--- src/rtl/led_event_arbiter_pkg.sv ---
// Shared definitions for the LED/status family of blocks.
//   led_state_t : pattern player states (IDLE=0, ON=1, OFF=2, GAP=3)
//   clog2_min1  : ceil(log2(v)) clamped to at least 1, for index widths
//   max_int     : larger of two integers, for sizing shared counters
package led_event_arbiter_pkg;

  typedef enum logic [1:0] {
    IDLE = 2'd0,
    ON   = 2'd1,
    OFF  = 2'd2,
    GAP  = 2'd3
  } led_state_t;

  function automatic int clog2_min1(input int v);
    int r;
    r = 0;
    for (int i = 0; i < 31; i++) begin
      if ((1 << i) < v) r = i + 1;
    end
    return (r < 1) ? 1 : r;
  endfunction

  function automatic int max_int(input int a, input int b);
    return (a > b) ? a : b;
  endfunction

endpackage

--- src/rtl/led_event_arbiter_rr.sv ---
// rr_arbiter: purely combinational round-robin picker.
//   pending : request vector, bit k = requester k waiting
//   pointer : index with highest priority; search ascends from here and wraps
//   grant   : one-hot winner (all-zero when nothing is pending)
//   valid   : 1 when grant is non-zero
module rr_arbiter #(
  parameter int N  = 4,
  parameter int IW = 2
) (
  input  logic [N-1:0]  pending,
  input  logic [IW-1:0] pointer,
  output logic [N-1:0]  grant,
  output logic          valid
);

  // Two passes over constant indices: first the slots at or above the
  // pointer, then the wrapped slots below it.
  always_comb begin
    grant = '0;
    valid = 1'b0;
    for (int j = 0; j < N; j++) begin
      if (!valid && pending[j] && (j >= int'(pointer))) begin
        grant[j] = 1'b1;
        valid    = 1'b1;
      end
    end
    for (int j = 0; j < N; j++) begin
      if (!valid && pending[j] && (j < int'(pointer))) begin
        grant[j] = 1'b1;
        valid    = 1'b1;
      end
    end
  end

endmodule

--- src/rtl/led_event_arbiter.sv ---
// led_event_arbiter: shares one status LED among NUM_REQ event sources.
// Requests are queued, granted round-robin, and the owner is identified by
// (index+1) blinks of ON_CYCLES on / ON_CYCLES off followed by a GAP_CYCLES
// dark gap.
//   i_clk     : system clock, rising edge
//   i_rst     : asynchronous active-high reset
//   i_req     : single-cycle request pulses, synchronous to i_clk
//   o_led     : shared LED drive, 1 = on
//   o_busy    : high while a pattern (including its gap) plays
//   o_grant   : one-hot current owner, zero when idle
//   o_pending : queued requests not yet granted
module led_event_arbiter
  import led_event_arbiter_pkg::*;
#(
  parameter int NUM_REQ    = 4,
  parameter int ON_CYCLES  = 5000000,
  parameter int GAP_CYCLES = 25000000
) (
  input  logic               i_clk,
  input  logic               i_rst,
  input  logic [NUM_REQ-1:0] i_req,
  output logic               o_led,
  output logic               o_busy,
  output logic [NUM_REQ-1:0] o_grant,
  output logic [NUM_REQ-1:0] o_pending
);

  localparam int IDX_W = clog2_min1(NUM_REQ);
  localparam int CNT_W = $clog2(max_int(ON_CYCLES, GAP_CYCLES) + 1);
  localparam int BLK_W = $clog2(NUM_REQ + 1);

  localparam logic [CNT_W-1:0] ON_LAST  = CNT_W'(ON_CYCLES - 1);
  localparam logic [CNT_W-1:0] GAP_LAST = CNT_W'(GAP_CYCLES - 1);
  localparam logic [IDX_W-1:0] IDX_LAST = IDX_W'(NUM_REQ - 1);

  led_state_t         state, state_nxt;
  logic [CNT_W-1:0]   cnt, cnt_nxt;
  logic [BLK_W-1:0]   blinks, blinks_nxt;
  logic [IDX_W-1:0]   owner, owner_nxt;
  logic [IDX_W-1:0]   ptr, ptr_nxt;
  logic [NUM_REQ-1:0] grant_nxt, pending_nxt, clr;
  logic               led_nxt, busy_nxt;

  logic [NUM_REQ-1:0] arb_grant;
  logic               arb_valid;
  logic [IDX_W-1:0]   arb_idx;

  rr_arbiter #(
    .N  (NUM_REQ),
    .IW (IDX_W)
  ) u_rr (
    .pending (o_pending),
    .pointer (ptr),
    .grant   (arb_grant),
    .valid   (arb_valid)
  );

  always_comb begin
    arb_idx = '0;
    for (int j = 0; j < NUM_REQ; j++) begin
      if (arb_grant[j]) arb_idx = IDX_W'(j);
    end
  end

  always_comb begin
    state_nxt  = state;
    cnt_nxt    = cnt;
    blinks_nxt = blinks;
    owner_nxt  = owner;
    ptr_nxt    = ptr;
    grant_nxt  = o_grant;
    clr        = '0;

    unique case (state)
      IDLE: begin
        if (arb_valid) begin
          state_nxt  = ON;
          cnt_nxt    = '0;
          blinks_nxt = BLK_W'(arb_idx) + BLK_W'(1);
          owner_nxt  = arb_idx;
          grant_nxt  = arb_grant;
          clr        = arb_grant;
        end
      end
      ON: begin
        if (cnt == ON_LAST) begin
          state_nxt = OFF;
          cnt_nxt   = '0;
        end else begin
          cnt_nxt = cnt + CNT_W'(1);
        end
      end
      OFF: begin
        if (cnt == ON_LAST) begin
          cnt_nxt    = '0;
          blinks_nxt = blinks - BLK_W'(1);
          state_nxt  = (blinks == BLK_W'(1)) ? GAP : ON;
        end else begin
          cnt_nxt = cnt + CNT_W'(1);
        end
      end
      GAP: begin
        if (cnt == GAP_LAST) begin
          state_nxt = IDLE;
          cnt_nxt   = '0;
          grant_nxt = '0;
          ptr_nxt   = (owner == IDX_LAST) ? '0 : owner + IDX_W'(1);
        end else begin
          cnt_nxt = cnt + CNT_W'(1);
        end
      end
      default: state_nxt = IDLE;
    endcase

    // A new pulse overrides the clear of the bit being granted.
    pending_nxt = (o_pending & ~clr) | i_req;
    led_nxt     = (state_nxt == ON);
    busy_nxt    = (state_nxt != IDLE);
  end

  always_ff @(posedge i_clk or posedge i_rst) begin
    if (i_rst) begin
      state     <= IDLE;
      cnt       <= '0;
      blinks    <= '0;
      owner     <= '0;
      ptr       <= '0;
      o_grant   <= '0;
      o_pending <= '0;
      o_led     <= 1'b0;
      o_busy    <= 1'b0;
    end else begin
      state     <= state_nxt;
      cnt       <= cnt_nxt;
      blinks    <= blinks_nxt;
      owner     <= owner_nxt;
      ptr       <= ptr_nxt;
      o_grant   <= grant_nxt;
      o_pending <= pending_nxt;
      o_led     <= led_nxt;
      o_busy    <= busy_nxt;
    end
  end

endmodule
--- config.mk ---
export PLATFORM = sky130hd
export DESIGN_NAME = led_event_arbiter
export DESIGN_NICKNAME = d
export VERILOG_FILES = /design/src/rtl/led_event_arbiter_pkg.sv /design/src/rtl/led_event_arbiter_rr.sv /design/src/rtl/led_event_arbiter.sv
export SDC_FILE = /design/constraint.sdc
export NUM_CORES = 1
export LEC_CHECK = 0
export BUFFER_PORTS_ARGS = -buffer_cell sky130_fd_sc_hd__buf_4
export CAP_MARGIN = 10
export CORE_UTILIZATION = 60
export DETAILED_ROUTE_END_ITERATION = 16
export PLACE_DENSITY = 0.78
export SYNTH_ARGS = -nofsm -noshare
export SYNTH_HDL_FRONTEND = slang
export SYNTH_SLANG_ARGS = --single-unit
--- constraint.sdc ---
create_clock -name i_clk -period 5.8 [get_ports i_clk]
set_input_delay 0.29 -clock i_clk [delete_from_list [all_inputs] [get_ports i_clk]]
set_output_delay 0.29 -clock i_clk [all_outputs]
set_load 0.01 [all_outputs]
==> results.tsv, run 1 <==
stage	metric	value	unit
timing	skew final	0.0103	ns
pwr	Pleak	0.00126	µW
synth	Synth top area share	37.5	%
pwr	worst vdd ir	0.000142	V
timing	final critical-path required period	2.96	ns
synth	Mapped Nets	334	
synth	Async SR Flop Fraction	100	%
clock_tree	Clock transition at path regs	0.09	ns
critical_path	kind of critical path	reg2reg	
timing	Slew Viols, Final	0	
critical_path	crit path DAT	3.18	ns
detailed_routing	DR WL met3	368	µm
timing	setup TNS	0	ns
status	status	finished clean	
clock_tree	H-tree levels	2	
synth	post-synthesis cell type count	70	
clock_tree	post-cts sizing count	0	
detailed_routing	Routed wire per std cell	16.4	µm
synth	xor-xnor portion of the synthesized cell area	1.19	%
die	row count	25	
clock_tree	clock sink count	44	
finish	Final Util	67.0	%
global_route	GRT Total Usage	26.5	%
synth	count leader, synth	nand2_1	
critical_path	Req. time, crit path	6.02	ns
synth	synth warn	0	
finish	synthesis-to-finish area growth	7.66	%
timing	Final period util	51.0	%
pwr	PwrDens	182	nW/µm²
die	Initial Utilization	62.2	%
critical_path	Worst path slowest cell	nor2_2	
global_route	vias in the first global route	2329	
clock_tree	Post-CTS Setup Repair Bufs	0	
clock_tree	clk buf depth	2	
finish	net total in the final layout	342	
synth	ys flop type	dfrtp_1	
synth	mux cell area share after synthesis	1.49	%
timing	Rel. slew slack	34.8	%
worst_hold_path	Worst Hold Class	in2reg	
critical_path	CP Capture Type	flop	
critical_path	CP peak stage delay	0.84	ns
die	Die W	72.0	µm
synth	Post-Syn Area	2940	µm²
detailed_routing	DRT antenna net count	0	
die	Die Span Y	72.0	µm
detailed_routing	DR vias/cell	6.38	
finish	Inserted Diodes	0	
die	Boundary Pins	16	
timing	# setup viols final	0	
clock_tree	total CTS buffers	5	
detailed_routing	WL met2	2.84	mm
global_route	initial antenna violation count	0	
finish	Multi-input gate area	1670	µm²
timing	Hold WS	0.157	ns
global_route	largest net degree at the start of global routing	45	
detailed_routing	via count	2521	
synth	top cells by area, synth	dfrtp_1 37%, nand2_1 5.7%, o221ai_1 3.9%	
synth	largest family of logic cells by synthesized area	compound AO/OA/AOI/OAI gates	
timing	fmax	338	MHz
global_route	GR Overflow Total	0	
synth	area leader, netlist	dfrtp_1	
detailed_routing	routed metal-1 wirelength	3.16	mm
placed_design	Detailed Place HPWL	4.49	mm
die	die area	5180	µm²
placed_design	Routability Congestion	0.859	
timing	RSZ-0062 raised after global routing	no	
detailed_routing	wirelength, routed	6.46	mm
clock_tree	TritonCTS clock tree	done	
detailed_routing	DRC	0	
timing	post-route setup slack	2.84	ns
critical_path	critical-path cell list	inv_1 -> ha_1 -> inv_1 -> nor2_2 -> o21ai_0 -> o31a_1 -> o21ai_0	
critical_path	critical path launch point type	flop	
synth	#FFs+latches synth	44	
timing	endpoints failing hold	0	
die	core area	4720	µm²
finish	FF/Latch Area	1100	µm²
clock_tree	CTS Hold Bufs	0	
clock_tree	CTS root buf	clkbuf_8	
timing	Worst Tran Pin Value	0.972	ns
synth	sequential share of the synthesized area	37.5	%
synth	top post-synthesis cells by count	45 x nand2_1, 44 x dfrtp_1, 21 x inv_1, 19 x o21ai_0, 13 x o221ai_1	
finish	layout cells sized above 1	16.5	%
synth	adder-cell share of the synthesized area	3.83	%
synth	mean area per synthesized cell	9.21	µm²
global_route	first-pass GRT wire length	10.8	mm
placed_design	Place WS	2.85	ns
synth	Post-Synth Simple-Gate Area	24.0	%
synth	Synth Area in Compound Gates	26.2	%
clock_tree	worst skew pair latency	0.30	ns
detailed_routing	number of DRC markers in iteration 0	252	
detailed_routing	Initial DRT Pass Iterations	5	
critical_path	CP max FO	24	
detailed_routing	uppermost routed layer	met4	
synth	Synth Instances	319	
placed_design	count of input and output buffers	15	
finish	Layout fillers	372	
synth	number of flops mapped to enable cells by yosys	0	
job	max cap viols	0	
cell families (layout without fill, tap and decap cells):
family          after synthesis  after routing
flops                        44             44
mux                           4              4
xor+xnor                      4              4
buf+inv                      35             44
fa+ha+maj                     9              9
compound gates               99             99
simple gates                124            124
flip-flops by register name (all words and copies together) (netlist names):
| signal | count |
|---|---|
| blinks | 3 |
| state | 2 |
| ptr | 2 |
| o_pending | 4 |
| o_grant | 4 |
| cnt | 25 |
| o_busy | 1 |
| o_led | 1 |
| owner | 2 |
metal layers:
metal,vias to the layer above,global-route usage (%)
li1,1213,-
met1,1207,38.4
met2,91,40.5
met3,10,4.03
met4,0,10.0
met5,-,0
report_power, final:
group | switching [µW] | internal (µW)
clock | 107 | 141
sequential | 1.92 | 309
combinational | 10.6 | 6.76
worst max-delay path, delay by kind of cell, from the launching register on:
family	cells	cell delay, ns
buffers and inverters	2	0.66
AOI/OAI and AO/OA	3	0.41
adders and majority gates	1	0.55
and+or+nand+nor	1	0.84
DFF	1	0.42
metrics by stage:
stage	total power (µW)	instances	instance area, µm²
2_1_floorplan	327	319	2940
3_3_place_gp	334	387	3040
3_5_place_dp	335	387	3040
4_1_cts	583	395	3160
5_1_grt	596	395	3160
6_report	577	395	3160
worst paths after layout:
kind	startpoint	end	slack (ns)	depth (start not counted)
max	state[1]	blinks[0]	2.84	7
min	i_req[1]	o_pending[1]	0.16	2
max reg2reg	state[1]	blinks[0]	2.84	7
min reg2reg	owner[1]	owner[1]	0.50	1
max in group asynchronous	i_rst	cnt[15]	5.04	2
min in group asynchronous	i_rst	o_led	0.19	2
cell usage in the layout, fill, tap and decap left out, types with 5 or more instances in the layout:
cell	netlist	layout
a211oi_1	5	5
a21o_1	7	7
a21oi_1	6	6
and2_1	7	7
and3_1	5	5
buf_4	1	15
clkbuf_8	0	6
dfrtp_1	44	44
ha_1	9	9
inv_1	21	20
nand2_1	45	45
nand3_1	9	9
nor2_1	9	9
nor3_1	8	8
nor4_1	6	6
o211ai_1	8	8
o21ai_0	19	19
o221ai_1	13	13
layout make-up:
cell class	instances	area share [%]
repair buffers	15	3.56
inverters	21	2.49
flip-flops and latches	44	34.8
clock inverters	2	1.23
multi-input cells	240	52.7
clock buffers	6	2.61
well taps	67	2.65
(Power assumes the default switching activity.)
==> run 2: changes to the inputs <==
- clock period: 5.8 -> 2.8 ns (I/O delays scaled with it)
==> run 2 against run 1 <==
Effect of this change:
- sequential share of layout area decreased by 0.45 points
- clock skew down 0.00056 ns
- sequential power increased by 110%
- die area is the same
- core utilization is 0.87 points higher
- highest routed layer unchanged
- sequential cell count did not move
- cell area rose by 1.3%
- power increased by 94%
- non-clock buffer count is 8 higher
- critical path depth is the same
==> results.tsv, run 2 (synthesis results as in run 1) <==
stage	metric	value	unit	change
status	status	finished clean		
die	Boundary Pins	16		unchanged
detailed_routing	via count	2493		-1.1%
timing	Rel. slew slack	38.1	%	+3.3 points
finish	Layout fillers	363		-2.4%
timing	endpoints failing hold	0		unchanged
global_route	met2 GRT Util	42.5	%	+2.0 points
clock_tree	clock sink count	44		unchanged
die	Die W	72.0	µm	unchanged
die	core area	4720	µm²	unchanged
critical_path	Worst path slowest cell	and4_1		
critical_path	Req. time, crit path	3.01	ns	-3.01 ns
pwr	sequential power share	57.5	%	+3.5 points
global_route	initial antenna violation count	0		unchanged
clock_tree	post-cts sizing count	0		unchanged
pwr	Int Pwr	857	µW	+87%
finish	layout cells sized above 1	17.9	%	+1.4 points
critical_path	R2R setup slack	0.52	ns	-2.32 ns
detailed_routing	DRT antenna net count	0		unchanged
finish	highest-count cells in the layout ignoring fill and taps	45 x nand2_1, 44 x dfrtp_1, 21 x buf_4		
pwr	worst vdd ir	0.000226	V	+60%
critical_path	kind of critical path	reg2reg		
critical_path	R2R Path Start	cnt[0]		
critical_path	CP peak stage delay	0.43	ns	-0.41 ns
critical_path	CP endpoint	cnt[24]		
clock_tree	Clock transition at path regs	0.09	ns	about the same
clock_tree	clk buf depth	2		unchanged
detailed_routing	number of DRC markers in iteration 0	216		-14%
finish	most common cell after layout, fill and taps aside	nand2_1		
timing	Hold WS	0.00232	ns	-0.155 ns
pwr	Clock power frac	39.1	%	-3.9 points
global_route	most used routing layer in global routing	met2		
job	max cap viols	0		unchanged
pwr	Sw Share	23.6	%	+2.8 points
finish	Final Cell Area	3210	µm²	+1.3%
detailed_routing	Initial DRT Pass Iterations	4		-1
critical_path	reg2reg path depth	7		unchanged
pwr	power after layout	1120	µW	+94%
clock_tree	TritonCTS clock tree	done		
global_route	first-pass GRT wire length	11.1	mm	+2.2%
finish	Largest register FFs	25		unchanged
pwr	PwrDens	350	nW/µm²	+92%
die	die area	5180	µm²	unchanged
global_route	vias in the first global route	2258		-3.0%
timing	Final period util	81.5	%	+31 points
die	Initial Utilization	62.2	%	unchanged
die	row count	25		unchanged
critical_path	critical-path cell list	ha_1 -> and3_1 -> and4_1 -> a21oi_4 -> buf_4 -> o2111a_1 -> a211o_1		
finish	Inserted Diodes	0		unchanged
global_route	GR Overflow Total	0		unchanged
timing	fmax	438	MHz	+30%
finish	synthesis-to-finish area growth	9.07	%	
pwr	Psw	264	µW	+120%
global_route	GR Layer Usage met1	39.9	%	+1.5 points
finish	net total in the final layout	350		+2.3%
timing	skew final	0.00975	ns	-0.000563 ns
worst_hold_path	Worst Hold Class	in2reg		
timing	# setup viols final	0		unchanged
critical_path	Critical Path Source	cnt[0]		
timing	Worst Tran Pin Value	0.927	ns	-0.0455 ns
finish	biggest regs	cnt (25), o_grant (4), o_pending (4)		
timing	RSZ-0062 raised after global routing	no		
detailed_routing	Routed wire per std cell	16.5	µm	+0.80%
placed_design	Post-Place Cell Area	3090	µm²	+1.5%
placed_design	count of input and output buffers	15		unchanged
detailed_routing	wirelength, routed	6.65	mm	+2.8%
pwr	Pleak	0.00127	µW	+1.5%
critical_path	CP max FO	13		-46%
pwr	Combinational Power Share	3.4	%	+0.4 points
clock_tree	total CTS buffers	5		unchanged
timing	Slew Viols, Final	0		unchanged
critical_path	R2R Path End	cnt[24]		
clock_tree	H-tree levels	2		unchanged
placed_design	Detailed Place HPWL	4.66	mm	+3.9%
finish	Biggest register	cnt		
timing	final critical-path required period	2.28	ns	-0.676 ns
critical_path	CP Capture Type	flop		
placed_design	Routability Congestion	0.869		+1.2%
global_route	largest net degree at the start of global routing	45		unchanged
die	Die Span Y	72.0	µm	unchanged
global_route	GRT Total Usage	27.6	%	+1.0 points
clock_tree	CTS root buf	clkbuf_8		
critical_path	critical path launch point type	flop		
detailed_routing	DRC	0		unchanged
clock_tree	worst skew pair latency	0.31	ns	about the same
detailed_routing	DR vias/cell	6.19		-3.1%
critical_path	crit path DAT	2.49	ns	-0.69 ns
global_route	M3 GR Usage	4.17	%	+0.14 points
timing	setup TNS	0	ns	unchanged
==> run 2: cell count changes in the layout (fill, tap and decap cells not counted), sizes merged <==
cell,delta
buf,+6
clkinvlp,+2
dlygate4sd3,+2
bufinv,-1
clkinv,-1
==> run 2: per-stage QoR <==
| step | setup slack, ns | utilization [%] | instances |
|---|---|---|---|
| after floorplan | 0.960 | - | 319 |
| after global placement | 0.627 | 65.4 | 393 |
| after detailed placement | 0.558 | 65.4 | 393 |
| after CTS | 0.529 | 67.9 | 403 |
| after global routing | 0.366 | 67.9 | 403 |
| final | 0.518 | 67.9 | 403 |
==> run 2: cell type report <==
| cell class | count | area, µm² | area share [%] |
|---|---|---|---|
| multi-input cells | 240 | 1670 | 52.0 |
| repair buffers | 23 | 178 | 5.54 |
| well taps | 67 | 83.8 | 2.62 |
| inverters | 21 | 78.8 | 2.46 |
| clock inverters | 2 | 15.0 | 0.468 |
| flip-flops and latches | 44 | 1100 | 34.3 |
| clock buffers | 6 | 82.6 | 2.58 |
==> run 2: how the worst min path moves through the flow <==
stage | start | endpoint | slack [ns] | depth (start not counted)
finish | i_req[3] | o_pending[3] | 0.002 | 2
global route | i_req[3] | o_pending[3] | 0.003 | 2
CTS | i_req[3] | o_pending[3] | 0.0001 | 2
detailed placement | i_req[0] | o_pending[0] | 0.32 | 2
global placement | i_req[3] | o_pending[3] | 0.32 | 2
floorplan | i_req[0] | o_pending[0] | 0.23 | 1
==> run 2: routing by layer <==
layer / vias to the layer above / wire length [µm]
met3: 9 / 209
met1: 1218 / 3230
li1: 1221 / -
met2: 45 / 3100
met4: 0 / 112
met5: - / 0
==> run 2: what timing repair did <==
action | 4_1_cts | 5_1_grt
hold buffers | 2 | 0
endpoints found under the hold margin | 2 | 0
buffers inserted | 0 | 0
==> run 2: worst max-delay path: cells and delay by family, from the launching register on <==
family | cells | cell delay [ns]
buf+inv | 1 | 0.22
compound gates | 3 | 0.67
fa+ha+maj | 1 | 0.23
flops | 1 | 0.41
simple gates | 2 | 0.64
==> run 2: power groups by stage <==
stage / Combinational [µW] / Sequential (µW) / Clock, µW
floorplan: 20.5 / 657 / 0
global placement: 35.6 / 657 / 0
detailed placement: 36.8 / 657 / 0
CTS: 39.3 / 644 / 449
global route: 44.4 / 645 / 460
finish: 38.1 / 645 / 439
